File: src/rtl/pipe_hazard_ctrl.sv
// RAW hazard / forwarding controller for an in-order pipeline: tracks in-flight
// register writes in STAGES post-decode slots and decides forward, stall or issue.
module pipe_hazard_ctrl #(
  parameter int REG_AW = 5,
  parameter int STAGES = 3,
  parameter int FWD_EN = 1,
  parameter int CNT_W  = 16
) (
  input  logic                     clk,
  input  logic                     rst,
  input  logic                     id_valid,
  input  logic [REG_AW-1:0]        id_rs,
  input  logic [REG_AW-1:0]        id_rt,
  input  logic                     id_use_rs,
  input  logic                     id_use_rt,
  input  logic [REG_AW-1:0]        id_rwd,
  input  logic                     id_wen,
  input  logic                     id_is_load,
  input  logic                     flush,
  output logic                     stall_id,
  output logic                     issue,
  output logic [2:0]               fwd_rs_sel,
  output logic [2:0]               fwd_rt_sel,
  output logic [STAGES-1:0]        stage_valid,
  output logic [STAGES*REG_AW-1:0] stage_rwd,
  output logic                     retire,
  output logic [REG_AW-1:0]        retire_rwd,
  output logic [CNT_W-1:0]         stall_cnt
);

  logic [STAGES-1:0]             valid_q, valid_d;
  logic [STAGES-1:0]             wen_q, wen_d;
  logic [STAGES-1:0][REG_AW-1:0] rwd_q, rwd_d;
  // The load flag only matters while the producer sits in slot0 (EX); from MEM on it forwards.
  logic                          load0_q, load0_d;
  logic [CNT_W-1:0]              stall_cnt_q, stall_cnt_d;

  logic [3:0] rs_match, rt_match;
  logic [3:0] rs_res, rt_res;

  // Returns {hit, slot}; scanning oldest to youngest lets the youngest match overwrite.
  function automatic logic [3:0] youngest(
    input logic                          use_s,
    input logic [REG_AW-1:0]             src,
    input logic [STAGES-1:0]             v,
    input logic [STAGES-1:0]             w,
    input logic [STAGES-1:0][REG_AW-1:0] rd
  );
    logic [3:0] r;
    r = '0;
    for (int k = STAGES - 1; k >= 0; k--) begin
      if (use_s && (src != '0) && v[k] && w[k] && (rd[k] == src))
        r = {1'b1, 3'(k)};
    end
    return r;
  endfunction

  // Returns {hazard, forward select} for one source operand.
  function automatic logic [3:0] resolve(input logic [3:0] m, input logic ld0);
    logic       haz;
    logic [2:0] sel;
    haz = 1'b0;
    sel = '0;
    if (FWD_EN != 0) begin
      haz = m[3] && (m[2:0] == 3'd0) && ld0;
      if (m[3] && !haz)
        sel = m[2:0] + 3'd1;
    end else begin
      haz = m[3];
    end
    return {haz, sel};
  endfunction

  always_comb begin
    rs_match   = youngest(id_use_rs, id_rs, valid_q, wen_q, rwd_q);
    rt_match   = youngest(id_use_rt, id_rt, valid_q, wen_q, rwd_q);
    rs_res     = resolve(rs_match, load0_q);
    rt_res     = resolve(rt_match, load0_q);
    stall_id   = id_valid & (rs_res[3] | rt_res[3]);
    issue      = id_valid & ~stall_id & ~flush;
    fwd_rs_sel = id_valid ? rs_res[2:0] : 3'd0;
    fwd_rt_sel = id_valid ? rt_res[2:0] : 3'd0;
  end

  // Slot advance: slot0 takes the issued record or a bubble; flush also kills the record leaving slot0.
  always_comb begin
    valid_d    = '0;
    wen_d      = '0;
    rwd_d      = '0;
    valid_d[0] = issue;
    wen_d[0]   = issue & id_wen;
    rwd_d[0]   = issue ? id_rwd : '0;
    load0_d    = issue & id_is_load;
    for (int i = 1; i < STAGES; i++) begin
      valid_d[i] = valid_q[i-1] & ~((i == 1) && flush);
      wen_d[i]   = wen_q[i-1] & ~((i == 1) && flush);
      rwd_d[i]   = ((i == 1) && flush) ? '0 : rwd_q[i-1];
    end
    stall_cnt_d = (stall_id && (stall_cnt_q != '1)) ? stall_cnt_q + 1'b1 : stall_cnt_q;
  end

  always_ff @(posedge clk) begin
    if (rst) begin
      valid_q     <= '0;
      wen_q       <= '0;
      rwd_q       <= '0;
      load0_q     <= 1'b0;
      stall_cnt_q <= '0;
    end else begin
      valid_q     <= valid_d;
      wen_q       <= wen_d;
      rwd_q       <= rwd_d;
      load0_q     <= load0_d;
      stall_cnt_q <= stall_cnt_d;
    end
  end

  assign stage_valid = valid_q;
  assign stage_rwd   = rwd_q;
  assign retire      = valid_q[STAGES-1] & wen_q[STAGES-1];
  assign retire_rwd  = rwd_q[STAGES-1];
  assign stall_cnt   = stall_cnt_q;

endmodule
File: config.mk
export PLATFORM = sky130hd
export DESIGN_NAME = pipe_hazard_ctrl
export DESIGN_NICKNAME = d
export VERILOG_FILES = /design/src/rtl/pipe_hazard_ctrl.sv
export SDC_FILE = /design/constraint.sdc
export NUM_CORES = 1
export LEC_CHECK = 0
export CAP_MARGIN = 10
export CORE_MARGIN = 3
export CORE_UTILIZATION = 55
export DETAILED_ROUTE_END_ITERATION = 8
export DONT_BUFFER_PORTS = 1
export HOLD_SLACK_MARGIN = 0.05
export PLACE_DENSITY = 0.77
export SLEW_MARGIN = 10
export SYNTH_ARGS = -nofsm -noshare
export SYNTH_HDL_FRONTEND = slang
export SYNTH_SLANG_ARGS = --single-unit
File: constraint.sdc
create_clock -name clk -period 3.71 [get_ports clk]
set_input_delay 0.742 -clock clk [delete_from_list [all_inputs] [get_ports clk]]
set_output_delay 0.742 -clock clk [all_outputs]
set_load 0.02 [all_outputs]
==> results of run 1 <==
## stage by stage
step | TNS, ns | instances | worst slack, ns | instance area [µm²]
5_1_grt | -0.0788 | 289 | -0.0335 | 2340
4_1_cts | 0 | 289 | 0.0582 | 2320
3_3_place_gp | 0 | 281 | 0.235 | 2180
3_5_place_dp | 0 | 281 | 0.144 | 2180
2_1_floorplan | 0 | 228 | 0.0801 | 2060
6_report | 0 | 289 | 0.116 | 2340
## worst min path at each step
stage              from  cells past startpoint        to  slack [ns]
6_report       wen_q[0]                      1  wen_q[1]        0.49
5_1_grt             rst                      1  wen_q[2]        0.50
4_1_cts        wen_q[0]                      1  wen_q[1]        0.50
3_5_place_dp   wen_q[0]                      1  wen_q[1]        0.48
3_3_place_gp   wen_q[0]                      1  wen_q[1]        0.48
2_1_floorplan  wen_q[0]                      1  wen_q[1]        0.45
## logic make-up (layout without fill, tap and decap cells)
group           Yosys count  in the layout  share of synthesized area, %
xor+xnor                 37             37                          15.7
flops                    38             38                          36.9
mux                       6              6                          3.22
compound gates           20             20                          9.54
fa+ha+maj                 5              5                          3.04
buf+inv                  22             37                          5.16
simple gates            100            100                          26.4
## worst register-to-register path: stages (launching register included)
cell and delay (ns):
dfxtp_1 0.55, xnor2_1 0.16, nand4_1 0.14, nor3_1 0.56, nor2_1 0.10, and2_1 0.20
inv_1 0.06, ha_1 0.21, o311ai_4 0.13, buf_4 0.20, a211oi_2 0.21, buf_4 0.17
nand3_1 0.09, mux2_1 0.32
## state kept, by name, summed over array words and instances, names as in the netlist
signal and cells:
stage_valid 3, stage_rwd 10, wen_q 3, retire_rwd 5, load0_q 1, stall_cnt 16
## what timing repair did
action | CTS | global route
setup endpoints to repair | 0 | 7
resized for setup | 0 | 5
buffers inserted | 0 | 0
## power by group
group          switching [mW]  leakage [nW]  internal [mW]
registers             0.00873         0.307          0.411
clock network           0.157        0.0683          0.269
logic                  0.0157         0.470         0.0210
total                   0.182         0.846          0.702
## synthesized netlist by cell type, types with 2 or more instances
library cell / instances
a211oi_1: 4
a21oi_1: 3
a31o_1: 2
and2_1: 17
and3_1: 4
and4_1: 2
buf_4: 6
clkbuf_1: 2
dfxtp_1: 38
ha_1: 5
inv_1: 12
mux2_1: 5
nand2_1: 9
nand3_1: 11
nand4_1: 9
nor2_1: 23
nor2b_1: 14
nor3_1: 4
o21ai_2: 2
o311ai_0: 2
o311ai_4: 2
or4_1: 2
xnor2_1: 35
xor2_1: 2
## cell type report
cell class              count  area share (%)
inverters                  12            1.92
clock buffers               5            2.94
flip-flops and latches     38            32.5
repair buffers             17            5.45
multi-input cells         168            51.8
clock inverters             3            2.94
well taps                  46            2.46
## layer usage
layer / track usage (%) / share of wire (%)
met5: 0 / 0
met4: 9.37 / 2.4
met3: 8.32 / 7.4
met2: 34.5 / 47
met1: 28.6 / 43
## placed cells by master, fill, tap and decap left out, types with 2 or more instances in the layout
cell type,netlist,final
a211oi_1,4,4
a21oi_1,3,3
a31o_1,2,2
and2_1,17,17
and3_1,4,4
and4_1,2,2
buf_4,6,17
bufinv_16,0,2
clkbuf_8,0,5
dfxtp_1,38,38
ha_1,5,5
inv_1,12,12
mux2_1,5,5
nand2_1,9,9
nand3_1,11,11
nand4_1,9,9
nor2_1,23,23
nor2b_1,14,14
nor3_2,0,3
o21ai_2,2,2
o311ai_4,2,2
or4_1,2,2
xnor2_1,35,35
xor2_1,2,2
==> metrics.yaml, run 1 <==
yosys:
  synth-warning-count: 0
  synthCells: 228
  synth-edff-count: 0
  netlist_area_um2: 2060
  yosys.area.top_type_share_pct: 36.9
  ys_async_sr_fraction_pct: 0
  syn_nets: 256
  synth_area_per_cell_um2: 9.03
  yosysTopAreaCell: "dfxtp_1"
  ys_seq_area_share_pct: 36.9
  ys_types: 37
  synth_area_leaders: "dfxtp_1 37%, xnor2_1 15%, and2_1 5.2%"
  synth-seq-cells: 38
  synth-main-ff-cell: "dfxtp_1"
clocking:
  cts_buffers: 5
  htree_levels: 2
  clk_latency_ns: 0.30
  cts.sinks: 38
  clock_path_buffers: 2
  hold_buffers: 0
  clk_pin_slew_worst_paths_ns: 0.08
  cts_tree: "yes"
  cts_root_buf: "clkbuf_8"
setup_path:
  reg2reg_slack_ns: 0.50
  crit_arrival_ns: 2.85
  r2r-start: "stage_rwd[4]"
  worstSetupEndpoint: "issue"
  cpLargestDelayFamily: "simple AND/OR/NAND/NOR gates"
  ff2ff_path_depth: 13
  startpoint: "id_rt[1]"
  path_cells: "or4_1 -> o21ai_2 -> nor3_1 -> nor2_1 -> and2_1 -> inv_1 -> ha_1 -> o311ai_4 -> nand2_1 -> nor3b_2 -> buf_4"
  required_ns: 2.97
  max_stage_delay_ns: 0.55
  crit_fanout: 4
  cp-end-kind: "output pin"
  cp.buffers_inverters: 2
  rr_endpoint: "stall_cnt[11]"
  cp_slowest_cell: "or4_1"
  critPathKind: "in2out"
  cp.depth: 11
  startpoint_type: "input port"
detailed_routing:
  drtIter0Drc: 65
  vias_per_cell: 5.61
  vias: 1620
  drc_errors: 0
  finalWirelength_mm: 4.79
  drt_pass1_iterations: 4
  avgRoutedWirePerCell_um: 16.6
  antenna_left: 0
flow_run:
  maxCapViolations: 0
power_and_ir_drop:
  power_density_nw_per_um2: 377
  ir_drop_mv: 0.325
  p_leak_nw: 0.846
  total_power_mw: 0.883
layout:
  fill_cells: 304
  syn_to_final_growth_pct: 13.7
  final_util_pct: 67.5
  drive_above_1_share_pct: 14.8
  multi_input_area_um2: 1210
  n_antenna_cell: 0
  seqCellArea_um2: 761
  nNetsFinal: 270
sta:
  skew_ns: 0.00799
  finalHoldViolCount: 0
  max_freq_mhz: 278
  period_share_pct: 96.9
  tightest_slew_ns: 0.743
  fin_crit_ns: 3.59
  holdWs_ns: 0.493
  slew_violations: 0
  max-slew-margin-rel_pct: 50.0
  setup_viol: 0
floorplan:
  ioPinCount: 71
  die_w_um: 67.2
  rows: 21
  core_area_um2: 3470
  die_h_um: 67.2
  start_util_pct: 59.4
  dieArea_um2: 4510
worst_hold_path:
  hp-class: "reg2reg"
global_route:
  overflow: 0
  grt_use_total_pct: 22.6
  grt_pass1_vias: 1520
  grt_max_degree: 31
  antenna_found_initial: 0
  grt_first_pass_wirelength_mm: 7.58
place:
  dp_hpwl_mm: 3.55
  numPortBuffers: 0
  place.gp.congestion: 0.973
outcome:
  status: "completed"
(Power assumes the default switching activity.)
==> run 2: changes to the inputs <==
Settings changed: CAP_MARGIN 10 to 20, CORE_ASPECT_RATIO set to 1.25.
==> run 2 against run 1 <==
Via count down 2.7%. Register-to-register slack better by 0.10 ns. Design area down 2.7%.
==> metrics.yaml, run 2 (synthesis results as in run 1) <==
sta:
  setup_viol: 0
  finalHoldViolCount: 0
  period_share_pct: 95.8
  fin_crit_ns: 3.56
  max-slew-margin-rel_pct: 58.6
  slew_violations: 0
  tns_ns: 0
  max_freq_mhz: 281
  tightest_slew_ns: 0.617
  skew_ns: 0.00626
  rsz0062_at_grt: "no"
place:
  dp_hpwl_mm: 3.35
  post_dp_cell_area_um2: 2170
  place.gp.congestion: 0.884
  dp.cells: 273
  numPortBuffers: 0
layout:
  stdcell_area_um2: 2280
  seqCellArea_um2: 761
  largest_reg_flops: 16
  multi_input_area_um2: 1210
  nNetsFinal: 269
  final_common_cell: "dfxtp_1"
  fill_cells: 310
  syn_to_final_growth_pct: 10.6
  final_cell_mix: "38 x dfxtp_1, 35 x xnor2_1, 23 x nor2_1"
  fin_cells: 281
  n_antenna_cell: 0
  drive_above_1_share_pct: 14.0
clocking:
  cts_buffers: 5
  post_cts_resized: 0
  clk_latency_ns: 0.28
  htree_levels: 2
  cts.sinks: 38
  cts_setup_buffers: 0
  clock_path_buffers: 2
  clk_pin_slew_worst_paths_ns: 0.07
  cts_root_buf: "clkbuf_8"
  cts_tree: "yes"
  hold_buffers: 0
power_and_ir_drop:
  power_density_nw_per_um2: 327
  ir_drop_mv: 0.236
  p_leak_nw: 0.818
global_route:
  busiest_layer: "met2"
  grt_first_pass_wirelength_mm: 6.73
  use_met1_pct: 22.1
  grt_use_total_pct: 19.6
  grt_max_degree: 31
  grt_use_met3_pct: 7.81
  overflow: 0
  grt_pass1_vias: 1516
  antenna_found_initial: 0
  met2_usage_pct: 33.3
detailed_routing:
  vias: 1576
  vias_per_cell: 5.61
  avgRoutedWirePerCell_um: 15.3
  finalWirelength_mm: 4.30
  drtIter0Drc: 35
  antenna_left: 0
  drc_errors: 0
  drt_pass1_iterations: 4
setup_path:
  cp-end-kind: "output pin"
  cpLargestDelayFamily: "simple AND/OR/NAND/NOR gates"
  path_cells: "or4_1 -> o21ai_2 -> nor3_1 -> nor2_1 -> and2_1 -> inv_1 -> ha_1 -> o311ai_4 -> nand2_1 -> nor3b_1 -> buf_4"
  startpoint_type: "input port"
  cp_slowest_cell: "or4_1"
  critPathKind: "in2out"
  crit_fanout: 4
  cp.buffers_inverters: 2
  required_ns: 2.97
  crit_arrival_ns: 2.81
  max_stage_delay_ns: 0.53
floorplan:
  die_w_um: 60.7
  start_util_pct: 58.1
  ioPinCount: 71
  rows: 24
  die_h_um: 74.4
  core_area_um2: 3540
  dieArea_um2: 4520
worst_hold_path:
  hp-class: "reg2reg"
outcome:
  status: "completed"
flow_run:
  maxCapViolations: 0
==> run 2: changes by cell type in the layout (fill, tap and decap cells not counted), sizes merged <==
| cell | change |
|---|---|
| buf | -1 |
| clkbuf | +2 |
| bufinv | -2 |
==> run 2: path summary, 6_finish.rpt <==
kind / start / endpoint / slack [ns] / cells past startpoint
setup / recovery: id_rs[1] / issue / 0.15 / 11
hold / removal: wen_q[0] / wen_q[1] / 0.49 / 1
setup reg to reg: stage_rwd[4] / stall_cnt[15] / 0.60 / 12
hold reg to reg: wen_q[0] / wen_q[1] / 0.49 / 1
==> run 2: layout make-up <==
cell class                 instances  area share, %
inverter                          12           1.98
clock inverter                     1          0.220
multi-input combinational        168           53.2
timing repair buffer              16           5.27
sequential                        38           33.4
clock buffer                       7           3.79
tap                               39           2.14
==> run 2: stage by stage <==
stage	total power [mW]	setup WS, ns	hold slack [ns]	utilization (%)
2_1_floorplan	0.462	0.0801	0.454	-
3_3_place_gp	0.464	0.193	0.470	61.2
3_5_place_dp	0.465	0.181	0.481	61.2
4_1_cts	0.753	0.112	0.496	63.7
5_1_grt	0.769	0.00372	0.503	64.3
6_report	0.744	0.155	0.495	64.3
==> run 2: metal layers <==
layer	wire length [µm]	vias to the layer above
li1	-	790
met4	82	0
met3	404	8
met2	2110	59
met1	1700	719
met5	0	-
==> run 2: where the power goes <==
group          internal (mW)  switching (mW)  total (mW)
Clock                  0.150           0.139       0.289
Sequential             0.411         0.00847       0.420
Combinational         0.0202          0.0154      0.0356
Total                  0.582           0.162       0.744
